===== src/rtl/fc_neuron_stream.sv =====
// Time-multiplexed signed fully-connected neuron with a writable weight file and a valid/ready result port.
// Optional build macro FC_RELU_EN clamps negative results to zero at the output stage.
module fc_neuron_stream #(
    parameter int WIDTH = 8,
    parameter int IN    = 128,
    parameter int LANES = 4,
    parameter int ACCW  = WIDTH*2+$clog2(IN)
) (
    input  logic                     clk,
    input  logic                     rst,
    input  logic                     s_valid,
    output logic                     s_ready,
    input  logic [LANES*WIDTH-1:0]   s_data,
    input  logic                     w_we,
    input  logic [$clog2(IN)-1:0]    w_addr,
    input  logic [WIDTH-1:0]         w_data,
    output logic                     w_err,
    input  logic [ACCW-1:0]          bias,
    output logic                     m_valid,
    input  logic                     m_ready,
    output logic [ACCW-1:0]          m_data
);
    localparam int BEATS = IN / LANES;
    localparam int BW    = (BEATS > 1) ? $clog2(BEATS) : 1;
    localparam int AW    = $clog2(IN);
    localparam int PW    = 2*WIDTH;
    localparam logic [BW-1:0] LAST_BEAT = BW'(BEATS-1);

    localparam logic [1:0] ST_ACC   = 2'd0;
    localparam logic [1:0] ST_DRAIN = 2'd1;
    localparam logic [1:0] ST_OUT   = 2'd2;

    logic [1:0]              r_state;
    logic [BW-1:0]           r_beat_cnt;
    logic [ACCW-1:0]         r_acc;
    logic signed [PW-1:0]    r_prod [LANES];
    logic                    r_prod_vld;
    logic                    r_m_valid;
    logic [ACCW-1:0]         r_m_data;
    logic                    r_w_err;
    logic signed [WIDTH-1:0] r_w [IN];

    logic                    w_hs;
    logic                    w_addr_ok;
    logic                    w_wr_ok;
    logic [AW-1:0]           w_idx  [LANES];
    logic signed [PW-1:0]    w_prod [LANES];
    logic [ACCW-1:0]         w_psum;
    logic [ACCW-1:0]         w_sum;
    logic [ACCW-1:0]         w_out;

    assign s_ready = (r_state == ST_ACC);
    assign w_hs    = s_valid && s_ready;
    assign m_valid = r_m_valid;
    assign m_data  = r_m_data;
    assign w_err   = r_w_err;

    // Out-of-range addresses only exist when IN is not a power of two.
    if ((2**AW) > IN) begin : g_addr_chk
        assign w_addr_ok = (w_addr < AW'(IN));
    end else begin : g_addr_full
        assign w_addr_ok = 1'b1;
    end

    // Weights may only change between vectors so a vector never sees a mix of old and new weights.
    assign w_wr_ok = w_we && w_addr_ok && (r_state == ST_ACC) &&
                     (r_beat_cnt == '0) && !w_hs;

    // Per-lane signed products against the weight slice selected by the beat counter.
    always_comb begin
        for (int k = 0; k < LANES; k++) begin
            w_idx[k]  = AW'(int'(r_beat_cnt) * LANES + k);
            w_prod[k] = PW'($signed(s_data[k*WIDTH +: WIDTH])) * PW'(r_w[w_idx[k]]);
        end
    end

    // Adder tree over the registered products, sign-extended to the accumulator width.
    always_comb begin
        w_psum = '0;
        for (int k = 0; k < LANES; k++) begin
            w_psum = w_psum + ACCW'(r_prod[k]);
        end
    end

    // Final biased sum and output stage.
    always_comb begin
        w_sum = r_acc + w_psum + bias;
`ifdef FC_RELU_EN
        if (w_sum[ACCW-1]) begin
            w_out = '0;
        end else begin
            w_out = w_sum;
        end
`else
        w_out = w_sum;
`endif
    end

    // Weight register file; intentionally not reset.
    always_ff @(posedge clk) begin
        if (w_wr_ok) begin
            r_w[w_addr] <= w_data;
        end
    end

    // Control FSM, product pipeline, accumulator and result register.
    always_ff @(posedge clk or posedge rst) begin
        if (rst) begin
            r_state    <= ST_ACC;
            r_beat_cnt <= '0;
            r_acc      <= '0;
            r_prod_vld <= 1'b0;
            r_m_valid  <= 1'b0;
            r_m_data   <= '0;
            r_w_err    <= 1'b0;
            for (int k = 0; k < LANES; k++) begin
                r_prod[k] <= '0;
            end
        end else begin
            r_w_err <= w_we && !w_wr_ok;
            case (r_state)
                ST_ACC: begin
                    r_prod_vld <= w_hs;
                    if (r_prod_vld) begin
                        r_acc <= r_acc + w_psum;
                    end
                    if (w_hs) begin
                        r_prod <= w_prod;
                        if (r_beat_cnt == LAST_BEAT) begin
                            r_beat_cnt <= '0;
                            r_state    <= ST_DRAIN;
                        end else begin
                            r_beat_cnt <= r_beat_cnt + BW'(1);
                        end
                    end
                end
                ST_DRAIN: begin
                    // The last beat's products are folded in here rather than through the accumulator.
                    r_m_data   <= w_out;
                    r_m_valid  <= 1'b1;
                    r_acc      <= '0;
                    r_prod_vld <= 1'b0;
                    r_state    <= ST_OUT;
                end
                ST_OUT: begin
                    if (m_ready) begin
                        r_m_valid <= 1'b0;
                        r_state   <= ST_ACC;
                    end
                end
                default: begin
                    r_state    <= ST_ACC;
                    r_prod_vld <= 1'b0;
                    r_m_valid  <= 1'b0;
                end
            endcase
        end
    end
endmodule

===== config.mk =====
export PLATFORM = sky130hd
export DESIGN_NAME = fc_neuron_stream
export DESIGN_NICKNAME = d
export VERILOG_FILES = /design/src/rtl/fc_neuron_stream.sv
export SDC_FILE = /design/constraint.sdc
export NUM_CORES = 2
export LEC_CHECK = 0
export BUFFER_PORTS_ARGS = -buffer_cell sky130_fd_sc_hd__buf_4
export CORE_UTILIZATION = 45
export DETAILED_ROUTE_END_ITERATION = 6
export GPL_ROUTABILITY_DRIVEN = 0
export SLEW_MARGIN = 40
export SYNTH_ARGS = -nofsm -noshare
export SYNTH_HDL_FRONTEND = slang
export SYNTH_SLANG_ARGS = --single-unit

===== constraint.sdc =====
create_clock -name clk -period 6.18 [get_ports clk]
set_input_delay 0.927 -clock clk [delete_from_list [all_inputs] [get_ports clk]]
set_output_delay 0.927 -clock clk [all_outputs]
set_load 0.01 [all_outputs]

==> results.cfg <==
[run_status]
status = complete, but fails checks
violations = setup timing

[detailed_routing]
post_drt_wl_per_cell_um = 23.1
wirelength_um = 136000
drc_errors = 0
viasPerCell = 5.39
final_antenna_net_count = 0
drt_iter0_markers = 2198
drtPass1Iterations = 5
vias = 31800

[clock_tree]
cts_htree_levels = 3
clkTransAtPathRegs_ns = 0.06
numClockSinks = 1144
cts_buffers = 117
cts.path.max_buffers = 3
tritoncts = yes
clkLatencyLatePin_ns = 0.74
cts_root_buf = clkbuf_16
holdBufCountCts = 0

[synthesis]
synth_flop_cell = edfxtp_1
synth_cell_types = 68
ys_async_sr_fraction = 0.105
synth_fp_nets = 4090
syn_inst = 3574
synth-seq-cells = 1144
synth_area_um2 = 57200
ys_seq_area_frac = 0.590
synth-edff-count = 1024
avgSynthCellArea_um2 = 16.0
yosysWarnings = 0

[floorplanning]
rows = 130
start_util = 0.454
core-area_um2 = 126000
die_x_um = 358
io_pins = 101
die_y_um = 358
die_area_um2 = 129000

[sta]
holdWs_ns = 0.313
fin_crit_ns = 6.37
final_max_slew_viol_count = 0
tns_ns = -0.587
rsz0062_at_grt = true
worst_pin_slew_ns = 0.881
hold_viol_final = 0
setup_ws_ns = -0.192
finClkSkew_ns = 0.0775
fmax_mhz = 157
finalCritPeriodShare = 1.03
setup_viol = 5
relSlewSlack = 0.411

[finish]
finalNetCount = 4657
syn_to_final_growth_pct = 21.1
num-fill-cells = 10100
fin_util = 0.550
drive_gt1_frac = 0.337
design_area_um2 = 69300

[global_route]
first_global_vias = 32900
overflow = 0
antenna_found_initial = 2
grt_pass1_wl_um = 204000
grt_start_max_net_pins = 88
grt_usage = 0.215

[worst_setup_path]
cp-start-kind = flip-flop
required_ns = 6.77
critPathKind = reg -> reg
worst-path-max-fanout = 6
r2r_setup_slack_ns = -0.19
rr_endpoint = r_prod[63]
crit_path_end_kind = flip-flop
r2r-start = r_beat_cnt[0]
cp.arrival_ns = 6.97
r2r_cells = 24
startpoint = r_beat_cnt[0]

[worst_hold_path]
hp-class = in -> async

[placement]
hpwl_um = 93300
place_area_um2 = 62500
io_buffers = 100

[flow_run]
cap_violations = 0
-- area by class of cell --
class	count	area (um2)	share of cell area
Multi-Input combinational cell	1923	22800	0.329
Clock inverter	81	877	0.0127
Antenna cell	3	7.51	0.000108
Tap cell	1650	2060	0.0298
Sequential cell	1144	33800	0.488
Inverter	395	1490	0.0215
Clock buffer	141	3100	0.0448
Timing Repair Buffer	560	5190	0.0750
-- worst max-delay path, cell delays in order (launching register included) --
cell     delay [ns]
dfrtp_4        0.51
buf_12         0.16
buf_12         0.13
buf_12         0.12
buf_16         0.14
mux4_2         0.45
mux4_2         0.48
mux2_4         0.33
buf_6          0.14
and2_1         0.16
fa_1           0.46
ha_1           0.30
inv_2          0.04
fa_1           0.48
fa_1           0.50
inv_2          0.04
ha_4           0.21
a21o_1         0.19
a21o_1         0.18
a21o_1         0.17
a21o_1         0.19
a41o_1         0.23
o41ai_2        0.38
xnor2_1        0.16
o21ai_1        0.07
-- placed cells by master, fill, tap and decap left out, types with 44 or more instances in the layout --
cell type / instances
edfxtp_1: 1024
buf_4: 455
inv_1: 353
mux4_2: 320
fa_1: 234
nand2_1: 203
nor2_1: 157
ha_1: 151
clkbuf_16: 123
dfrtp_1: 114
nor2b_1: 78
o21ai_0: 72
xnor2_1: 65
buf_6: 47
and2_1: 44
-- cell usage after synthesis (all sizes together), types with 3 or more instances --
cell     instances  area [um2]
a211o            3        26.3
a211oi           6        45.0
a21boi          14         105
a21o            27         203
a21oi           64         324
a22o            21         184
a31oi            9        62.6
and2            57         357
and3            10        62.6
and4             3        26.3
buf             42         273
clkbuf          70         263
dfrtp          120        3000
edfxtp        1024       30700
fa             255        5100
ha             186        2330
inv            395        1480
mux2            22         248
mux2i           17         300
mux4           320        7210
nand2          221         830
nand2b          24         150
nand3           24         120
nand4            6        37.5
nor2           205         769
nor2b           86         538
nor3            13        65.1
nor4             4        25.0
o2111ai          6        52.6
o211ai           6        45.0
o21a             9        67.6
o21ai          115         576
o21bai           7        52.6
o31ai           15         113
o41ai            7        61.3
or2             29         181
or3              8        50.1
xnor2           72         631
xor2            28         245
-- worst max-delay path by stage --
stage / endpoint / slack [ns] / cells past startpoint
final: r_prod[63] / -0.19 / 24
after global routing: m_data[22] / -0.51 / 30
after CTS: r_prod[63] / -0.19 / 22
after detailed placement: m_data[22] / -0.50 / 28
after global placement: m_data[22] / -0.52 / 28
after floorplan: m_data[22] / 0.02 / 31
-- cell families (layout without fill, tap and decap cells) --
| kind of cell | after synthesis | after routing | synth area share |
|---|---|---|---|
| AO/OA/AOI/OAI | 324 | 324 | 0.0362 |
| XOR/XNOR | 100 | 100 | 0.0153 |
| adder cells (fa/ha/maj) | 441 | 441 | 0.130 |
| buffers and inverters | 507 | 1177 | 0.0353 |
| flip-flops | 1144 | 1144 | 0.590 |
| multiplexers | 359 | 359 | 0.136 |
| other | 0 | 3 | 0 |
| AND/OR/NAND/NOR | 699 | 699 | 0.0574 |
-- registers in the layout, summed over array words and instances (netlist names) --
signal and cells:
r_prod 64, m_valid 1, r_prod_vld 1, r_w 1024
r_state 2, w_err 1, m_data 23, r_beat_cnt 5
r_acc 23
-- stage by stage --
step | setup WS [ns] | std cells
2_1_floorplan | 0.0231 | 3574
3_3_place_gp | -0.517 | 5566
3_5_place_dp | -0.497 | 5568
4_1_cts | -0.191 | 5857
5_1_grt | -0.511 | 5896
6_report | -0.192 | 5897
-- layer usage --
| layer | GRT usage | share of wire | wire (um) | up-vias |
|---|---|---|---|---|
| met3 | 0.0388 | 0.053 | 7160 | 167 |
| met1 | 0.292 | 0.43 | 58200 | 16500 |
| met5 | 0 | 0 | 0 | - |
| met4 | 0.0653 | 0.027 | 3660 | 0 |
| li1 | - | - | - | 14300 |
| met2 | 0.353 | 0.49 | 67000 | 746 |
-- timing repair --
action,in CTS,in global routing
endpoints found under the setup margin,28,31
pin swaps,47,163
buffers inserted,58,48
gates resized for setup,152,265
gates cloned,10,3
Power is not shown: default switching activity piles up to over one toggle a cycle in this logic, so the estimate is an artifact.
